`config.mk`:
```
export PLATFORM = sky130hd
export DESIGN_NAME = sample_fetcher
export DESIGN_NICKNAME = d
export VERILOG_FILES = /design/src/rtl/sample_fetcher_pkg.sv /design/src/rtl/sample_fifo.sv /design/src/rtl/sample_fetcher.sv
export SDC_FILE = /design/constraint.sdc
export NUM_CORES = 1
export LEC_CHECK = 0
export CORE_UTILIZATION = 28
export CTS_BUF_LIST = sky130_fd_sc_hd__clkbuf_8
export DETAILED_ROUTE_END_ITERATION = 6
export DONT_BUFFER_PORTS = 1
export HOLD_SLACK_MARGIN = 0.15
export SETUP_SLACK_MARGIN = 0.3
export SKIP_LAST_GASP = 1
export SYNTH_ARGS = -nofsm -noshare
export SYNTH_HDL_FRONTEND = slang
export SYNTH_SLANG_ARGS = --single-unit
```
`constraint.sdc`:
```
create_clock -name clk -period 6 [get_ports clk]
set_clock_uncertainty 0.05 [all_clocks]
set_input_delay 0.9 -clock clk [delete_from_list [all_inputs] [get_ports clk]]
set_output_delay 0.9 -clock clk [all_outputs]
set_load 0.01 [all_outputs]
```
`src/rtl/sample_fetcher_pkg.sv`:
```
// Shared definitions for the sample fetcher.
//   SAMPLE_W       : generator/codec sample width
//   SILENCE        : sample pushed when the generator misses a response
//   fetch_state_t  : request FSM states (IDLE, WAIT)
package sample_fetcher_pkg;

  localparam int SAMPLE_W = 16;

  localparam logic [SAMPLE_W-1:0] SILENCE = 16'h0000;

  typedef enum logic {
    IDLE = 1'b0,
    WAIT = 1'b1
  } fetch_state_t;

endpackage

```
`src/rtl/sample_fifo.sv`:
```
// Small circular sample FIFO.
//   clk, reset  : clock, synchronous active-high reset (pointers/count only)
//   push        : write push_data at the tail (caller guarantees not full)
//   push_data   : sample to append
//   pop         : remove head; ignored while empty
//   head        : oldest stored entry (meaningful when count != 0)
//   count       : number of stored entries, 0..DEPTH
module sample_fifo #(
  parameter int DEPTH = 4,
  parameter int WIDTH = 16
) (
  input  logic                     clk,
  input  logic                     reset,
  input  logic                     push,
  input  logic [WIDTH-1:0]         push_data,
  input  logic                     pop,
  output logic [WIDTH-1:0]         head,
  output logic [$clog2(DEPTH):0]   count
);

  localparam int AW = $clog2(DEPTH);

  logic [WIDTH-1:0] mem [DEPTH];
  logic [AW-1:0]    wr_ptr;
  logic [AW-1:0]    rd_ptr;
  logic             pop_ok;

  always_comb begin
    pop_ok = pop && (count != '0);
    head   = mem[rd_ptr];
  end

  // Storage carries no reset; only pointers and count define validity.
  always_ff @(posedge clk) begin
    if (push) begin
      mem[wr_ptr] <= push_data;
    end
  end

  always_ff @(posedge clk) begin
    if (reset) begin
      wr_ptr <= '0;
      rd_ptr <= '0;
      count  <= '0;
    end else begin
      if (push) begin
        wr_ptr <= wr_ptr + AW'(1);
      end
      if (pop_ok) begin
        rd_ptr <= rd_ptr + AW'(1);
      end
      case ({push, pop_ok})
        2'b10:   count <= count + (AW+1)'(1);
        2'b01:   count <= count - (AW+1)'(1);
        default: count <= count;
      endcase
    end
  end

endmodule

```
`src/rtl/sample_fetcher.sv`:
```
// Prefetches signed samples from the sine generator into a small FIFO and
// hands them to the codec side one per codec_req pulse.
//   clk, reset     : clock, synchronous active-high reset
//   generate_next  : registered one-cycle request pulse to the generator
//   sample_ready   : generator response strobe (2 cycles after request)
//   sample         : generator sample, valid with sample_ready
//   codec_req      : one-cycle pop request from the codec side
//   codec_sample   : FIFO head while codec_valid, else zero
//   codec_valid    : FIFO non-empty
//   timeout_err    : one-cycle pulse, generator missed a response
//   underflow      : one-cycle pulse, codec_req while empty
module sample_fetcher
  import sample_fetcher_pkg::*;
#(
  parameter int DEPTH   = 4,
  parameter int TIMEOUT = 7
) (
  input  logic                clk,
  input  logic                reset,
  output logic                generate_next,
  input  logic                sample_ready,
  input  logic [SAMPLE_W-1:0] sample,
  input  logic                codec_req,
  output logic [SAMPLE_W-1:0] codec_sample,
  output logic                codec_valid,
  output logic                timeout_err,
  output logic                underflow
);

  localparam int AW = $clog2(DEPTH);
  localparam int TW = $clog2(TIMEOUT);
  localparam logic [AW:0]   FULL       = (AW+1)'(DEPTH);
  // Timer counts completed WAIT cycles; expiry is the TIMEOUT-th WAIT cycle.
  localparam logic [TW-1:0] TIMER_LAST = TW'(TIMEOUT - 1);

  fetch_state_t        state;
  fetch_state_t        state_d;
  logic [TW-1:0]       timer;
  logic [TW-1:0]       timer_d;
  logic                generate_next_d;
  logic                timeout_err_d;
  logic                underflow_d;
  logic                push;
  logic [SAMPLE_W-1:0] push_data;
  logic                pop;
  logic [SAMPLE_W-1:0] head;
  logic [AW:0]         count;

  sample_fifo #(
    .DEPTH (DEPTH),
    .WIDTH (SAMPLE_W)
  ) u_fifo (
    .clk       (clk),
    .reset     (reset),
    .push      (push),
    .push_data (push_data),
    .pop       (pop),
    .head      (head),
    .count     (count)
  );

  always_ff @(posedge clk) begin
    if (reset) begin
      state         <= IDLE;
      timer         <= '0;
      generate_next <= 1'b0;
      timeout_err   <= 1'b0;
      underflow     <= 1'b0;
    end else begin
      state         <= state_d;
      timer         <= timer_d;
      generate_next <= generate_next_d;
      timeout_err   <= timeout_err_d;
      underflow     <= underflow_d;
    end
  end

  always_comb begin
    state_d = state;
    case (state)
      IDLE: if (count < FULL) state_d = WAIT;
      WAIT: if (sample_ready || (timer == TIMER_LAST)) state_d = IDLE;
      default: state_d = IDLE;
    endcase
  end

  // A real response wins over a simultaneous timeout expiry.
  always_comb begin
    generate_next_d = 1'b0;
    timeout_err_d   = 1'b0;
    push            = 1'b0;
    push_data       = sample;
    timer_d         = timer;
    case (state)
      IDLE: begin
        timer_d = '0;
        if (count < FULL) generate_next_d = 1'b1;
      end
      WAIT: begin
        if (sample_ready) begin
          push = 1'b1;
        end else if (timer == TIMER_LAST) begin
          push          = 1'b1;
          push_data     = SILENCE;
          timeout_err_d = 1'b1;
        end else begin
          timer_d = timer + TW'(1);
        end
      end
      default: timer_d = '0;
    endcase

    pop          = codec_req && (count != '0);
    underflow_d  = codec_req && (count == '0);
    codec_valid  = (count != '0);
    codec_sample = codec_valid ? head : SILENCE;
  end

endmodule

```
; ---- After elaboration in Yosys (flattened, before gate mapping)
; Memories as Yosys holds them, arrays and structs flattened. A register that Yosys moved wholly into a read port is not among the register bits.
; Cells that the tools add are included.
[totals]
regBits = 14
latchBits = 0
ramBits = 64
rom_bits = 0
in_bits = 20
out_inout_bits = 20
word_cells = 49
mem_count = 1
[classes]
n_addsub = 5
n_mul = 0
div_mod_pow = 0
n_lt_le_gt_ge = 1
n_eq_ne = 5
shifts = 0
muxes = 18
bitwise_logic = 1
reduce_logical = 10
[memory_table]
columns = memory, words, word_bits, read_ports, rd_clocked_by_memory_dff, wr, line_no
row1 = u_fifo.mem, 4, 16, 1, 1, 1, sample_fifo.sv:23  ; logic [WIDTH-1:0] mem [DEPTH];
[ops]
columns = op, n
row1 = 16-bit two-way mux, 4
row2 = 3-bit one-hot mux with 2 select lines, 2
row3 = 1-bit two-way mux, 7
row4 = "3-bit by 1-bit adder with 3-bit output, second input constant", 2
row5 = 3-bit two-way mux, 2
row6 = "2-bit by 1-bit adder with 2-bit output, second input constant", 2
row7 = 2-bit two-way mux, 2
row8 = "2-bit inequality test, second input constant", 2
row9 = "3-bit equality test, second input constant", 1
row10 = 1-bit logical AND, 3
row11 = 3-bit zero test, 1
row12 = "3-bit < comparator, second input constant", 1
row13 = 3-bit nonzero test, 1
row14 = 3-bit OR reduction, 1
row15 = "3-bit by 1-bit subtractor with 3-bit output, second input constant", 1
row16 = "2-bit by 1-bit equality test with 1-bit output, second input constant", 1
row17 = "2-bit equality test, second input constant", 1
row18 = 1-bit one-hot mux with 2 select lines, 1
row19 = 2-bit AND reduction, 1
row20 = 2-bit nonzero test, 1
row21 = 2-bit OR reduction, 1
row22 = 1-bit logical OR, 1
row23 = 1-bit inverter, 1

; ---- Depth between registers and ports, before layout
; Gate-level depths: netlist (run 1).
[logic_depth]
ltp_word = 6
mapped_depth = 11
mapped_depth_nobuf = 11

; ---- By module
; From an unflattened synthesis (run 1), not the netlist that was laid out.
[hier_totals]
hier_cells = 193
area_unflattened_um2 = 3306.9
[modules_own_cells]
columns = module, instances, cells_per_inst, area_each_um2, seq_area_each_um2
row1 = sample_fifo, 1, 130, 2782.7, 2102.0
row2 = sample_fetcher, 1, 63, 524.3, 140.1

; ---- Worst setup path after synthesis (run 1)
; OpenSTA, ideal clock, no wires.
[synth_timing]
path_type = input to register
from = input sample_ready
to = register u_fifo.count[2]
setup_ps = 71
arrival_time_ps = 2420
required_ps = 5879
slack_ps = 3459
cell_stages = 9
path_buffers = 0
path_cell_list = a21oi_2 -> nor2_1 -> inv_1 -> ha_1 -> inv_1 -> fa_1 -> xor2_1 -> or3_1 -> a21oi_1
[synth_via]
elab_chain_len = 4
word_cells_on_any_way = 6
cone_classes = eq/ne: 2 / mux: 3 / reduce/logical: 1
[synth_lines]
columns = item, line_no
row1 = from (decl), sample_fetcher.sv:21  ; input logic sample_ready,
row2 = 1-bit two-way mux *, sample_fetcher.sv:100  ; if (sample_ready) begin
row3 = 1-bit two-way mux *, sample_fetcher.sv:94  ; case (state)
row4 = 2-bit by 1-bit equality test with 1-bit output or 2-bit equality test (tied branches), sample_fifo.sv:52  ; case ({push, pop_ok})
row5 = 3-bit one-hot mux with 2 select lines or 2-bit nonzero test (tied branches), n/a
row6 = to (signal assigned), sample_fifo.sv:53  ; 2'b10: count <= count + (AW+1)'(1);
row7 = to (signal assigned), sample_fifo.sv:54  ; 2'b01: count <= count - (AW+1)'(1);
row8 = to (signal assigned), sample_fifo.sv:55  ; default: count <= count;
row9 = to (decl), sample_fifo.sv:18  ; output logic [$clog2(DEPTH):0] count
; Mark *: on every way between the ends. The rest lies on a longest branch, timed or not.
; A chain may end at the register's enable or synchronous reset.

==> results of run 1 <==
cells by family (layout without fill, tap and decap cells):
family | Yosys count | in the layout | share of synthesized area [%]
AO/OA/AOI/OAI | 12 | 12 | 2.10
XOR/XNOR | 4 | 4 | 1.03
adder cells (fa/ha/maj) | 8 | 8 | 3.17
buffers and inverters | 18 | 26 | 3.25
flip-flops | 80 | 80 | 66.1
multiplexers | 17 | 17 | 11.5
AND/OR/NAND/NOR | 58 | 58 | 12.8
layer usage:
metal	part of all wire (%)	track usage [%]	vias to the layer above	wire, um
met4	1.9	4.53	0	111
li1	-	-	740	-
met1	42	11.9	805	2460
met5	0	0	-	0
met2	51	17.0	26	2970
met3	5.4	3.73	7	316
per-stage QoR:
step / hold slack (ps) / util, % / total power [mW] / area, sq um
after floorplan: 409 / - / 0.994 / 3390
after global placement: 415 / 30.3 / 1.02 / 3510
after detailed placement: 439 / 30.3 / 1.03 / 3510
after CTS: 450 / 31.7 / 1.39 / 3690
after global routing: 488 / 31.7 / 1.44 / 3690
final: 445 / 31.7 / 1.37 / 3690
Yosys cell counts (2+ instances only):
master | n | area, sq um
buf_2 | 2 | 10.0
ha_1 | 7 | 87.6
a21oi_1 | 5 | 25.0
o21ai_0 | 3 | 15.0
xor2_1 | 3 | 26.3
clkbuf_1 | 2 | 7.51
and2b_1 | 6 | 45.0
nor3_1 | 2 | 10.0
edfxtp_1 | 64 | 1920
and2_1 | 20 | 125
nor2b_4 | 10 | 138
a211oi_1 | 2 | 15.0
or3_1 | 2 | 12.5
mux4_1 | 5 | 131
dfxtp_1 | 16 | 320
inv_1 | 10 | 37.5
nor2_1 | 11 | 41.3
mux4_2 | 11 | 248
registers in the layout (all words and copies together), names as in the netlist, named ones only:
name / cells
u_fifo.mem: 64
timer: 3
u_fifo.count: 3
u_fifo.rd_ptr: 2
u_fifo.wr_ptr: 2
generate_next: 1
state: 1
timeout_err: 1
underflow: 1
worst max-delay path, cell delays in order, from the launching register on:
cell and delay (ps):
dfxtp_1 1020, mux4_1 670, and2b_1 210
final cells by class:
cell class	count	area (sq um)	share of cell area, %
clock buffer	9	124	3.36
clock inverter	5	50.0	1.36
multi-input combinational	99	1040	28.2
sequential	80	2240	60.8
tap	143	179	4.85
timing repair buffer	1	7.51	0.204
inverter	11	46.3	1.26
power groups by stage:
stage	Sequential (mW)	Clock [mW]	Combinational [mW]
finish	0.681	0.363	0.323
global route	0.691	0.395	0.354
CTS	0.686	0.373	0.332
detailed placement	0.698	0	0.331
global placement	0.695	0	0.324
floorplan	0.659	0	0.335
how the worst max path moves through the flow:
stage | start | endpoint | slack (ps) | cells after the start
6_report | flip-flop | codec_sample[2] | 2810 | 2
2_1_floorplan | sample_ready | u_fifo.count[2] | 3460 | 9
3_5_place_dp | flip-flop | codec_sample[2] | 3050 | 2
3_3_place_gp | flip-flop | codec_sample[0] | 3120 | 2
4_1_cts | flip-flop | codec_sample[2] | 2670 | 2
5_1_grt | flip-flop | codec_sample[0] | 2600 | 2
==> results.json, run 1 <==
{
  "status": "finished with violations",
  "violations": "DRC",
  "clkPwrFrac_pct": 26.5,
  "worstPathMaxFanout": 16,
  "avgViaCountPerCell": 4.53,
  "cts.path.max_buffers": 2,
  "gp_congestion": 0.679,
  "fin_ws_ps": 2810,
  "grt_setup_unrepaired": "no",
  "power.density_nw_per_um2": 371,
  "peakVddDrop_v": 0.000157,
  "dp_cells": 334,
  "grtUsageTotal_pct": 10.2,
  "final_cell_count_no_fill": 348,
  "die_h_um": 112,
  "avgSynthCellArea_sq_um": 17.2,
  "final-hold-violation-count": 0,
  "syn-cell-area_sq_um": 3390,
  "antenna_found_initial": 0,
  "grt_pass1_wl_um": 9370,
  "setup_viol": 0,
  "p_switching_mw": 0.394,
  "synth_nets": 225,
  "worstPathRequired_ps": 5050,
  "start_kind": "flip-flop",
  "cts.sinks": 80,
  "layout_common_cells": "edfxtp_1 (64), and2_1 (20), dfxtp_1 (16), mux4_2 (11), nor2_1 (11)",
  "worstMarginPinSlew_ps": 1060,
  "post-route-period-util_pct": 53.2,
  "clk_pin_slew_worst_paths_ps": 80,
  "place_ws_ps": 3050,
  "holdBufCountCts": 0,
  "crit_arrival_ps": 2240,
  "firstDrtPassIters": 6,
  "syn-instance-count": 197,
  "cts_tree": "built",
  "initialDrtViolationCount": 111,
  "core_area_sq_um": 11600,
  "grt_max_degree": 20,
  "hpwl_um": 3740,
  "yosysWarnings": 0,
  "vias": 1578,
  "cts_resized": 0,
  "syn2layout_area_growth_pct": 8.75,
  "ant_nets": 0,
  "slew_headroom_pct": 29.5,
  "criticalPathCategory": "flip-flop to primary output",
  "ys_seq_elements": 80,
  "min_path_cells": 2,
  "start_util_pct": 29.2,
  "layout-drive-gt1-share_pct": 18.5,
  "grt.overflow.total": 0,
  "timing.rr.end": "u_fifo.count[2]",
  "insertion_delay_ps": 340,
  "io_pins": 40,
  "combPwrFrac_pct": 23.6,
  "cp-end-kind": "primary output",
  "nNetsFinal": 230,
  "layout_min_cycle_time_ps": 3190,
  "pwr-share-seq_pct": 49.8,
  "route.detailed.drc": 3,
  "internal_power_mw": 0.973,
  "cts_buffers": 9,
  "hold_class": "flip-flop to flip-flop",
  "regToRegSetupSlack_ps": 3440,
  "worstRegToRegCells": 11,
  "r2r-start": "timer[0]",
  "dieWidth_um": 112,
  "swShare_pct": 28.8,
  "synthFlopType": "edfxtp_1",
  "n_antenna_cell": 0,
  "routed_wl_um": 5860,
  "root_buffer": "clkbuf_8",
  "h-tree-depth": 3,
  "synth-seq-area-share_pct": 66.1,
  "mostFrequentLayoutCell": "edfxtp_1",
  "drv_cap": 0,
  "fin_tns_setup_ps": 0,
  "ys_async_sr_fraction_pct": 0,
  "hp-start": "u_fifo.rd_ptr[1]",
  "n_fill_cell": 1140,
  "die_area_sq_um": 12600,
  "first_global_vias": 1682,
  "cts_setup_buffers": 0,
  "avgRoutedWirePerCell_um": 16.8,
  "finalMaxSlewViolations": 0,
  "io_buffers": 0,
  "leakagePower_nw": 1.22,
  "rows": 39,
  "holdPathEnd": "u_fifo.rd_ptr[1]",
  "synth.distinct_cells": 34,
  "synth_edf_count": 64,
  "fmaxAchievable_mhz": 313
}
Note: power is estimated with default switching activity, not from simulation.
==> inputs of run 2 (changes only) <==
- clock period: 6 -> 2.6 ns (I/O delays scaled with it)
==> results.json, run 2 (same netlist as run 1, synthesis figures left out) <==
{
  "final-hold-violation-count": 0,
  "avgViaCountPerCell": 4.40,
  "grt_max_degree": 18,
  "insertion_delay_ps": 340,
  "crit_path_top_delay_cell": "dfxtp_2",
  "gp_congestion": 0.685,
  "hpwl_um": 3820,
  "leakagePower_nw": 1.31,
  "routed_wl_um": 5930,
  "cts.sinks": 80,
  "setup_viol": 0,
  "power.density_nw_per_um2": 876,
  "die_h_um": 112,
  "layout-drive-gt1-share_pct": 27.1,
  "post-route-period-util_pct": 84.1,
  "crit_chain": "inv_1, ha_2, a21oi_4, nor2_4, inv_1, ha_2, inv_1, fa_2, xor2_1, or3_1, a21oi_2",
  "worstMarginPinSlew_ps": 475,
  "start_kind": "flip-flop",
  "io_buffers": 0,
  "fmaxAchievable_mhz": 457,
  "cts.path.max_buffers": 2,
  "grt.overflow.total": 0,
  "largest_reg_flops": 64,
  "peakVddDrop_v": 0.000276,
  "design_area_sq_um": 3880,
  "layout_common_cells": "edfxtp_1 (64), and2_1 (20), dfxtp_1 (15), buf_4 (13), mux4_2 (11)",
  "antenna_found_initial": 1,
  "clk_pin_slew_worst_paths_ps": 90,
  "drv_cap": 0,
  "cts_buffers": 9,
  "nNetsFinal": 244,
  "violations": "DRC",
  "route.detailed.drc": 3,
  "rows": 39,
  "finalMaxSlewViolations": 0,
  "mostFrequentLayoutCell": "edfxtp_1",
  "avgRoutedWirePerCell_um": 16.2,
  "dpl_cell_area_sq_um": 3590,
  "worstPathMaxFanout": 7,
  "core_area_sq_um": 11600,
  "crit_top_cell": "inv_1",
  "crit_arrival_ps": 2420,
  "io_pins": 40,
  "initialDrtViolationCount": 77,
  "hold_class": "primary input to flip-flop",
  "start_util_pct": 29.2,
  "largestRegisters": "u_fifo.mem x64, timer x3, u_fifo.count x3",
  "die_area_sq_um": 12600,
  "fin_tns_setup_ps": 0,
  "crit_family": "adder cells",
  "grtUsageTotal_pct": 10.1,
  "cp-end-kind": "flip-flop",
  "grt_pass1_wl_um": 9360,
  "root_buffer": "clkbuf_8",
  "grt_setup_unrepaired": "no",
  "slew_headroom_pct": 68.3,
  "ant_nets": 0,
  "syn2layout_area_growth_pct": 14.4,
  "dieWidth_um": 112,
  "critPathMaxStageDelay_ps": 350,
  "cp.buffers_inverters": 3,
  "worstPathRequired_ps": 2830,
  "firstDrtPassIters": 6,
  "criticalPathCategory": "flip-flop to flip-flop",
  "status": "finished with violations",
  "vias": 1605,
  "cts_tree": "built",
  "layout_min_cycle_time_ps": 2190,
  "largest-register": "u_fifo.mem",
  "first_global_vias": 1725,
  "h-tree-depth": 3
}
==> run 2: worst paths after layout <==
path	start	to	slack, ps	cells after the start
max	timer[0]	u_fifo.count[2]	410	11
min reg2reg	u_fifo.rd_ptr[1]	u_fifo.rd_ptr[1]	450	2
max reg2reg	timer[0]	u_fifo.count[2]	410	11
min	reset	u_fifo.wr_ptr[0]	200	2
==> run 2: timing repair <==
item	4_1_cts	5_1_grt
setup buffers	0	2
resized for setup	2	6
hold buffers	2	0
setup endpoints to repair	1	1
pin swaps	0	1
endpoints found under the hold margin	12	0
==> run 2: stage by stage <==
| step | utilization, % | hold WS, ps | power (mW) | std cells | setup WS [ps] |
|---|---|---|---|---|---|
| 2_1_floorplan | - | 409 | 2.29 | 197 | 305 |
| 3_3_place_gp | 30.9 | 413 | 2.41 | 344 | 360 |
| 3_5_place_dp | 30.9 | 415 | 2.42 | 344 | 282 |
| 4_1_cts | 33.0 | 189 | 3.44 | 362 | 308 |
| 5_1_grt | 33.4 | 198 | 3.57 | 365 | 278 |
| 6_report | 33.4 | 204 | 3.40 | 365 | 412 |
==> run 2: cell type report <==
cell class | instances | area, sq um
diodes | 1 | 2.50
clock buffers | 9 | 124
clock inverters | 7 | 101
fillers | 1125 | 7730
inverters | 11 | 46.3
multi-input cells | 99 | 1060
flip-flops and latches | 80 | 2240
well taps | 143 | 179
repair buffers | 15 | 118
==> run 2: power breakdown <==
group          switching [mW]  total (mW)  internal (mW)
Clock                   0.462        1.01          0.551
Combinational           0.466       0.882          0.417
Sequential             0.0511        1.50           1.45
Total                   0.978        3.40           2.42
==> run 2: routing by layer <==
| metal | GRT usage (%) | share of wire [%] | routed length, um |
|---|---|---|---|
| met1 | 11.3 | 40 | 2400 |
| met2 | 17.3 | 51 | 3050 |
| met3 | 4.05 | 7.3 | 430 |
| met4 | 3.73 | 0.81 | 48 |
| met5 | 0 | 0 | 0 |
